$ cat src/rtl/mips_ctrl_pkg.sv
// Shared types and constants for the multicycle MIPS main controller:
// state encoding, opcodes, ALUOp codes, mux selects and the control word.
package mips_ctrl_pkg;

  typedef enum logic [3:0] {
    S_FETCH   = 4'd0,
    S_DECODE  = 4'd1,
    S_MEMADR  = 4'd2,
    S_MEMRD   = 4'd3,
    S_MEMWB   = 4'd4,
    S_MEMWR   = 4'd5,
    S_RTYPEEX = 4'd6,
    S_RTYPEWB = 4'd7,
    S_BEQEX   = 4'd8,
    S_ADDIEX  = 4'd9,
    S_ADDIWB  = 4'd10,
    S_JEX     = 4'd11
  } state_e;

  localparam logic [5:0] OP_RTYPE = 6'b000000;
  localparam logic [5:0] OP_LW    = 6'b100011;
  localparam logic [5:0] OP_SW    = 6'b101011;
  localparam logic [5:0] OP_BEQ   = 6'b000100;
  localparam logic [5:0] OP_ADDI  = 6'b001000;
  localparam logic [5:0] OP_J     = 6'b000010;

  localparam logic [1:0] ALUOP_ADD   = 2'b00;
  localparam logic [1:0] ALUOP_SUB   = 2'b01;
  localparam logic [1:0] ALUOP_FUNCT = 2'b10;

  localparam logic [1:0] PCSRC_ALU    = 2'd0;
  localparam logic [1:0] PCSRC_ALUOUT = 2'd1;
  localparam logic [1:0] PCSRC_JUMP   = 2'd2;

  localparam logic [1:0] SRCB_B      = 2'd0;
  localparam logic [1:0] SRCB_FOUR   = 2'd1;
  localparam logic [1:0] SRCB_IMM    = 2'd2;
  localparam logic [1:0] SRCB_IMM_SL2 = 2'd3;

  localparam logic IORD_PC     = 1'b0;
  localparam logic IORD_ALUOUT = 1'b1;

  typedef struct packed {
    logic       pc_write_cond;
    logic       pc_write;
    logic [1:0] pc_source;
    logic       iord;
    logic       mem_read;
    logic       mem_write;
    logic       mem_to_reg;
    logic       ir_write;
    logic       reg_write;
    logic       reg_dst;
    logic       alu_src_a;
    logic [1:0] alu_src_b;
    logic [1:0] alu_op;
  } ctrl_t;

endpackage

$ cat src/rtl/mips_main_ctrl_if.sv
// Controller <-> datapath/memory control bus. The controller is the master.
interface mips_main_ctrl_if;
  logic [5:0] op;
  logic       memReady;
  logic       PCWriteCond;
  logic       PCWrite;
  logic [1:0] PCSource;
  logic       IorD;
  logic       MemRead;
  logic       MemWrite;
  logic       MemToReg;
  logic       IRWrite;
  logic       RegWrite;
  logic       RegDst;
  logic       ALUSrcA;
  logic [1:0] ALUSrcB;
  logic [1:0] ALUOp;
  logic       illegalOp;

  modport master (
    input  op, memReady,
    output PCWriteCond, PCWrite, PCSource, IorD, MemRead, MemWrite, MemToReg,
           IRWrite, RegWrite, RegDst, ALUSrcA, ALUSrcB, ALUOp, illegalOp
  );

  modport slave (
    output op, memReady,
    input  PCWriteCond, PCWrite, PCSource, IorD, MemRead, MemWrite, MemToReg,
           IRWrite, RegWrite, RegDst, ALUSrcA, ALUSrcB, ALUOp, illegalOp
  );
endinterface

$ cat src/rtl/mips_ctrl_decode.sv
// Purely combinational state -> control word decode. i_enable low (reset held)
// forces the whole word to zero so write strobes drop without a clock edge.
module mips_ctrl_decode
  import mips_ctrl_pkg::*;
(
  input  state_e i_state,
  input  logic   i_mem_ready,
  input  logic   i_enable,
  output ctrl_t  o_ctrl
);

  ctrl_t w_ctrl;

  // Moore decode; only FETCH's IR/PC load is qualified by memReady
  always_comb begin
    w_ctrl = '0;
    case (i_state)
      S_FETCH: begin
        w_ctrl.mem_read  = 1'b1;
        w_ctrl.iord      = IORD_PC;
        w_ctrl.alu_src_a = 1'b0;
        w_ctrl.alu_src_b = SRCB_FOUR;
        w_ctrl.alu_op    = ALUOP_ADD;
        w_ctrl.pc_source = PCSRC_ALU;
        w_ctrl.ir_write  = i_mem_ready;
        w_ctrl.pc_write  = i_mem_ready;
      end
      S_DECODE: begin
        w_ctrl.alu_src_a = 1'b0;
        w_ctrl.alu_src_b = SRCB_IMM_SL2;
        w_ctrl.alu_op    = ALUOP_ADD;
      end
      S_MEMADR, S_ADDIEX: begin
        w_ctrl.alu_src_a = 1'b1;
        w_ctrl.alu_src_b = SRCB_IMM;
        w_ctrl.alu_op    = ALUOP_ADD;
      end
      S_MEMRD: begin
        w_ctrl.mem_read = 1'b1;
        w_ctrl.iord     = IORD_ALUOUT;
      end
      S_MEMWB: begin
        w_ctrl.reg_write  = 1'b1;
        w_ctrl.reg_dst    = 1'b0;
        w_ctrl.mem_to_reg = 1'b1;
      end
      S_MEMWR: begin
        w_ctrl.mem_write = 1'b1;
        w_ctrl.iord      = IORD_ALUOUT;
      end
      S_RTYPEEX: begin
        w_ctrl.alu_src_a = 1'b1;
        w_ctrl.alu_src_b = SRCB_B;
        w_ctrl.alu_op    = ALUOP_FUNCT;
      end
      S_RTYPEWB: begin
        w_ctrl.reg_write  = 1'b1;
        w_ctrl.reg_dst    = 1'b1;
        w_ctrl.mem_to_reg = 1'b0;
      end
      S_BEQEX: begin
        w_ctrl.alu_src_a     = 1'b1;
        w_ctrl.alu_src_b     = SRCB_B;
        w_ctrl.alu_op        = ALUOP_SUB;
        w_ctrl.pc_write_cond = 1'b1;
        w_ctrl.pc_source     = PCSRC_ALUOUT;
      end
      S_ADDIWB: begin
        w_ctrl.reg_write  = 1'b1;
        w_ctrl.reg_dst    = 1'b0;
        w_ctrl.mem_to_reg = 1'b0;
      end
      S_JEX: begin
        w_ctrl.pc_write  = 1'b1;
        w_ctrl.pc_source = PCSRC_JUMP;
      end
      default: w_ctrl = '0;
    endcase
  end

  assign o_ctrl = i_enable ? w_ctrl : ctrl_t'('0);

endmodule

$ cat src/rtl/mips_main_ctrl.sv
// Multicycle MIPS main control FSM: state register, next-state logic and the
// sticky illegal-opcode flag; control outputs come from mips_ctrl_decode.
module mips_main_ctrl
  import mips_ctrl_pkg::*;
(
  input  logic clk,
  input  logic reset,
  mips_main_ctrl_if.master ctrl_bus
);

  state_e r_state;
  state_e w_next;
  logic   r_illegal;
  logic   w_set_illegal;
  ctrl_t  w_ctrl;

  // Next-state decode; op is only looked at in DECODE and MEMADR
  always_comb begin
    w_next        = S_FETCH;
    w_set_illegal = 1'b0;
    case (r_state)
      S_FETCH:   w_next = ctrl_bus.memReady ? S_DECODE : S_FETCH;
      S_DECODE: begin
        case (ctrl_bus.op)
          OP_LW, OP_SW: w_next = S_MEMADR;
          OP_RTYPE:     w_next = S_RTYPEEX;
          OP_BEQ:       w_next = S_BEQEX;
          OP_ADDI:      w_next = S_ADDIEX;
          OP_J:         w_next = S_JEX;
          default: begin
            w_next        = S_FETCH;
            w_set_illegal = 1'b1;
          end
        endcase
      end
      S_MEMADR:  w_next = (ctrl_bus.op == OP_LW) ? S_MEMRD : S_MEMWR;
      S_MEMRD:   w_next = ctrl_bus.memReady ? S_MEMWB : S_MEMRD;
      S_MEMWR:   w_next = ctrl_bus.memReady ? S_FETCH : S_MEMWR;
      S_RTYPEEX: w_next = S_RTYPEWB;
      S_ADDIEX:  w_next = S_ADDIWB;
      default:   w_next = S_FETCH;
    endcase
  end

  // State register and sticky illegal flag, cleared only by reset
  always_ff @(posedge clk or negedge reset) begin
    if (!reset) begin
      r_state   <= S_FETCH;
      r_illegal <= 1'b0;
    end else begin
      r_state <= w_next;
      if (w_set_illegal) begin
        r_illegal <= 1'b1;
      end
    end
  end

  mips_ctrl_decode u_decode (
    .i_state     (r_state),
    .i_mem_ready (ctrl_bus.memReady),
    .i_enable    (reset),
    .o_ctrl      (w_ctrl)
  );

  assign ctrl_bus.PCWriteCond = w_ctrl.pc_write_cond;
  assign ctrl_bus.PCWrite     = w_ctrl.pc_write;
  assign ctrl_bus.PCSource    = w_ctrl.pc_source;
  assign ctrl_bus.IorD        = w_ctrl.iord;
  assign ctrl_bus.MemRead     = w_ctrl.mem_read;
  assign ctrl_bus.MemWrite    = w_ctrl.mem_write;
  assign ctrl_bus.MemToReg    = w_ctrl.mem_to_reg;
  assign ctrl_bus.IRWrite     = w_ctrl.ir_write;
  assign ctrl_bus.RegWrite    = w_ctrl.reg_write;
  assign ctrl_bus.RegDst      = w_ctrl.reg_dst;
  assign ctrl_bus.ALUSrcA     = w_ctrl.alu_src_a;
  assign ctrl_bus.ALUSrcB     = w_ctrl.alu_src_b;
  assign ctrl_bus.ALUOp       = w_ctrl.alu_op;
  assign ctrl_bus.illegalOp   = r_illegal;

endmodule
$ cat src/flat_wrapper.sv
// flat-port wrapper written by rule: the top's interface ports become plain ports
module mips_main_ctrl_flat import mips_ctrl_pkg::*;
  (clk, reset, ctrl_bus_op, ctrl_bus_memReady, ctrl_bus_PCWriteCond, ctrl_bus_PCWrite, ctrl_bus_PCSource, ctrl_bus_IorD, ctrl_bus_MemRead, ctrl_bus_MemWrite, ctrl_bus_MemToReg, ctrl_bus_IRWrite, ctrl_bus_RegWrite, ctrl_bus_RegDst, ctrl_bus_ALUSrcA, ctrl_bus_ALUSrcB, ctrl_bus_ALUOp, ctrl_bus_illegalOp);
  mips_main_ctrl_if ctrl_bus_i ();
  input  logic clk;
  input  logic reset;
  input wire logic [$bits(ctrl_bus_i.op)-1:0] ctrl_bus_op;
  input wire logic [$bits(ctrl_bus_i.memReady)-1:0] ctrl_bus_memReady;
  output wire logic [$bits(ctrl_bus_i.PCWriteCond)-1:0] ctrl_bus_PCWriteCond;
  output wire logic [$bits(ctrl_bus_i.PCWrite)-1:0] ctrl_bus_PCWrite;
  output wire logic [$bits(ctrl_bus_i.PCSource)-1:0] ctrl_bus_PCSource;
  output wire logic [$bits(ctrl_bus_i.IorD)-1:0] ctrl_bus_IorD;
  output wire logic [$bits(ctrl_bus_i.MemRead)-1:0] ctrl_bus_MemRead;
  output wire logic [$bits(ctrl_bus_i.MemWrite)-1:0] ctrl_bus_MemWrite;
  output wire logic [$bits(ctrl_bus_i.MemToReg)-1:0] ctrl_bus_MemToReg;
  output wire logic [$bits(ctrl_bus_i.IRWrite)-1:0] ctrl_bus_IRWrite;
  output wire logic [$bits(ctrl_bus_i.RegWrite)-1:0] ctrl_bus_RegWrite;
  output wire logic [$bits(ctrl_bus_i.RegDst)-1:0] ctrl_bus_RegDst;
  output wire logic [$bits(ctrl_bus_i.ALUSrcA)-1:0] ctrl_bus_ALUSrcA;
  output wire logic [$bits(ctrl_bus_i.ALUSrcB)-1:0] ctrl_bus_ALUSrcB;
  output wire logic [$bits(ctrl_bus_i.ALUOp)-1:0] ctrl_bus_ALUOp;
  output wire logic [$bits(ctrl_bus_i.illegalOp)-1:0] ctrl_bus_illegalOp;
  assign ctrl_bus_i.op = ctrl_bus_op;
  assign ctrl_bus_i.memReady = ctrl_bus_memReady;
  assign ctrl_bus_PCWriteCond = ctrl_bus_i.PCWriteCond;
  assign ctrl_bus_PCWrite = ctrl_bus_i.PCWrite;
  assign ctrl_bus_PCSource = ctrl_bus_i.PCSource;
  assign ctrl_bus_IorD = ctrl_bus_i.IorD;
  assign ctrl_bus_MemRead = ctrl_bus_i.MemRead;
  assign ctrl_bus_MemWrite = ctrl_bus_i.MemWrite;
  assign ctrl_bus_MemToReg = ctrl_bus_i.MemToReg;
  assign ctrl_bus_IRWrite = ctrl_bus_i.IRWrite;
  assign ctrl_bus_RegWrite = ctrl_bus_i.RegWrite;
  assign ctrl_bus_RegDst = ctrl_bus_i.RegDst;
  assign ctrl_bus_ALUSrcA = ctrl_bus_i.ALUSrcA;
  assign ctrl_bus_ALUSrcB = ctrl_bus_i.ALUSrcB;
  assign ctrl_bus_ALUOp = ctrl_bus_i.ALUOp;
  assign ctrl_bus_illegalOp = ctrl_bus_i.illegalOp;
  mips_main_ctrl u_core (.clk(clk), .reset(reset), .ctrl_bus(ctrl_bus_i));
endmodule
$ cat config.mk
export PLATFORM = sky130hd
export DESIGN_NAME = mips_main_ctrl_flat
export DESIGN_NICKNAME = d
export VERILOG_FILES = /design/src/rtl/mips_ctrl_pkg.sv /design/src/rtl/mips_main_ctrl_if.sv /design/src/rtl/mips_ctrl_decode.sv /design/src/rtl/mips_main_ctrl.sv /design/src/flat_wrapper.sv
export SDC_FILE = /design/constraint.sdc
export NUM_CORES = 1
export LEC_CHECK = 0
export CORE_MARGIN = 4
export CORE_UTILIZATION = 43
export DETAILED_ROUTE_END_ITERATION = 10
export GPL_TIMING_DRIVEN = 0
export PLACE_DENSITY = 0.82
export SLEW_MARGIN = 10
export SYNTH_ARGS = -nofsm -noshare
export SYNTH_HDL_FRONTEND = slang
export SYNTH_HIERARCHICAL = 1
export SYNTH_SLANG_ARGS = --single-unit
$ cat constraint.sdc
create_clock -name clk -period 2.4 [get_ports clk]
set_input_delay 0.6 -clock clk [delete_from_list [all_inputs] [get_ports clk]]
set_output_delay 0.6 -clock clk [all_outputs]
set_load 0.005 [all_outputs]
==> impl_metrics.py <==
metrics = {
    "floorplanning": {
        "die_y_um": 44.8,
        "die_area_um2": 2010,
        "num_rows": 12,
        "io_pins": 26,
        "die_w_um": 44.8,
        "start_util_pct": 49.1,
        "coreArea_um2": 1190,
    },
    "clock_network": {
        "insertion_delay_ns": 0.24,
        "numCtsBuffers": 3,
        "clock-root-buffer": "clkbuf_4",
        "clock_path_buffers": 2,
        "clk_pin_slew_worst_paths_ns": 0.05,
        "numClockSinks": 5,
        "ctsHoldBuffers": 0,
        "tritoncts": "yes",
        "h-tree-depth": 1,
    },
    "worst_setup_path": {
        "critPathMaxFanout": 10,
        "crit_required_ns": 1.80,
        "endpoint_kind": "output pin",
        "arrival_ns": 1.75,
        "startpoint_type": "register",
        "path_class": "reg -> out",
    },
    "placement": {
        "gp_congestion": 0.808,
        "port_buffers": 25,
        "place_area_um2": 850,
        "pre_cts_ws_ns": -0.490,
        "hpwl_mm": 1.18,
    },
    "timing": {
        "drv_slew": 0,
        "timing.slew.headroom_pct": 83.2,
        "final.setup.worst_slack_ns": 0.0474,
        "setup_violations": 0,
        "clock.fmax_ghz": 0.425,
        "fin_skew_ns": 0.00667,
        "tightest_slew_ns": 0.249,
        "period_share_pct": 98.0,
        "hold_slack_ns": 0.195,
        "rsz0062_at_grt": "yes",
        "fin_tns_setup_ns": 0,
        "finalHoldViolCount": 0,
        "period_minus_slack_ns": 2.35,
    },
    "route": {
        "ant_nets": 0,
        "vias": 705,
        "drt_iter0_markers": 12,
        "drc": 0,
        "firstDrtPassIters": 4,
        "wl_mm": 1.70,
        "wl_per_cell_um": 14.0,
        "viasPerCell": 5.78,
    },
    "pwr": {
        "power_mw": 0.510,
        "p_int_mw": 0.309,
        "p_leak_nw": 0.401,
        "p_sw_mw": 0.200,
        "power.density_nw_per_um2": 534,
        "p_comb_share_pct": 57.5,
        "power_frac_seq_pct": 23.2,
        "p_sw_share_pct": 39.3,
        "max-vdd-ir-drop_mv": 0.431,
        "clockPowerShare_pct": 19.3,
    },
    "yosys": {
        "synth_area_um2": 582,
        "ys.flop_type": "dfrtp_1",
        "synthArstFlopShare_pct": 100,
        "syn_nets": 85,
        "synth.avg_cell_area_um2": 7.66,
        "ys_warn_count": 6,
        "ys_seq_area_share_pct": 21.5,
        "synthDistinctLibCells": 31,
        "ys_seq_elements": 5,
        "postSynthCellCount": 76,
        "synth-edff-count": 0,
    },
    "final_layout": {
        "final_common_cell": "clkdlybuf4s50_1",
        "final_area_um2": 955,
        "nets": 118,
        "drive_gt1_share_pct": 23.1,
        "area_growth_pct": 64.1,
        "insertedDiodeCount": 0,
        "mostFrequentLayoutCells": "clkdlybuf4s50_1, nor2_1, nor3_1",
    },
    "grt": {
        "overflow": 0,
        "grt_pass1_vias": 698,
        "antenna_found_initial": 0,
        "track_usage_pct": 19.1,
        "grt_max_degree": 13,
        "grt_pass1_wl_mm": 2.94,
    },
    "job": {
        "cap_violations": 0,
    },
    "min_path": {
        "hp-class": "in -> async",
    },
    "outcome": {
        "outcome": "finished clean",
    },
}
## critical path, stage by stage (launching register included)
cell and delay, ns:
dfrtp_2 0.43, buf_4 0.20, nand2b_1 0.20, and3_1 0.19
clkdlybuf4s50_1 0.50
## kinds of logic (layout without fill, tap and decap cells)
logic type	count (synthesis)	count (layout)	synth area share (%)
compound gates	19	19	21.5
buf+inv	5	37	4.09
flops	5	5	21.5
simple gates	44	44	48.2
xor+xnor	2	2	3.01
mux	1	1	1.72
## state kept, by name (all words and copies together), names as in the netlist
register	count
u_core/r_state	4
u_core/ctrl_bus.illegalOp	1
## path summary, 6_finish.rpt
kind                                                   to  depth (start not counted)                       from  slack (ns)
worst max register to register  u_core/ctrl_bus.illegalOp                          4          u_core/r_state[2]        1.00
min in group clk                u_core/ctrl_bus.illegalOp                          1  u_core/ctrl_bus.illegalOp        0.48
worst min register to register  u_core/ctrl_bus.illegalOp                          1  u_core/ctrl_bus.illegalOp        0.48
worst max-delay path                     ctrl_bus_MemRead                          4          u_core/r_state[1]        0.05
worst min-delay path                    u_core/r_state[0]                          1                      reset        0.20
max in group asynchronous               u_core/r_state[3]                          1                      reset        2.05
## metal layers
layer | vias up | global-route usage [%] | share of wire (%)
li1 | 351 | - | -
met1 | 325 | 20.7 | 40
met2 | 29 | 37.2 | 51
met3 | 0 | 5.58 | 9.2
met4 | 0 | 1.75 | 0
met5 | - | 0 | 0
## synthesized netlist by cell type (all sizes together), types with 2 or more instances
library cell | instances | area (um^2)
nor2 | 8 | 30.0
nor3 | 8 | 40.0
a21oi | 7 | 35.0
dfrtp | 5 | 125
nand3b | 5 | 37.5
buf | 4 | 20.0
nand2b | 4 | 25.0
o21ai | 4 | 20.0
or3b | 4 | 35.0
nor3b | 3 | 22.5
and3 | 2 | 12.5
and4b | 2 | 20.0
nand3 | 2 | 10.0
o41ai | 2 | 25.0
or2 | 2 | 15.0
## final cells by class
class	count	area, um^2
fillers	102	231
multi-input cells	66	463
well taps	14	17.5
flip-flops and latches	5	130
repair buffers	29	293
plain buffers	4	25.0
clock buffers	4	26.3
## power groups by stage
stage,sequential (mW),clock (mW),combinational [mW]
after CTS,0.115,0.103,0.275
after detailed placement,0.127,0,0.245
after global routing,0.120,0.109,0.326
after global placement,0.126,0,0.239
after floorplan,0.118,0,0.148
final,0.118,0.0983,0.293
## metrics by stage
stage,util [%],cells
global route,80.5,122
finish,80.5,122
CTS,77.5,122
detailed placement,71.6,115
floorplan,-,76
global placement,71.6,115
## repair_timing
action                                  in CTS  in global routing
setup buffers                                4                  0
pin swaps                                    1                  2
gates resized for setup                     16                 11
endpoints found under the setup margin      16                  9
gates cloned                                 0                  0
Power figures use the tool's default switching activity.
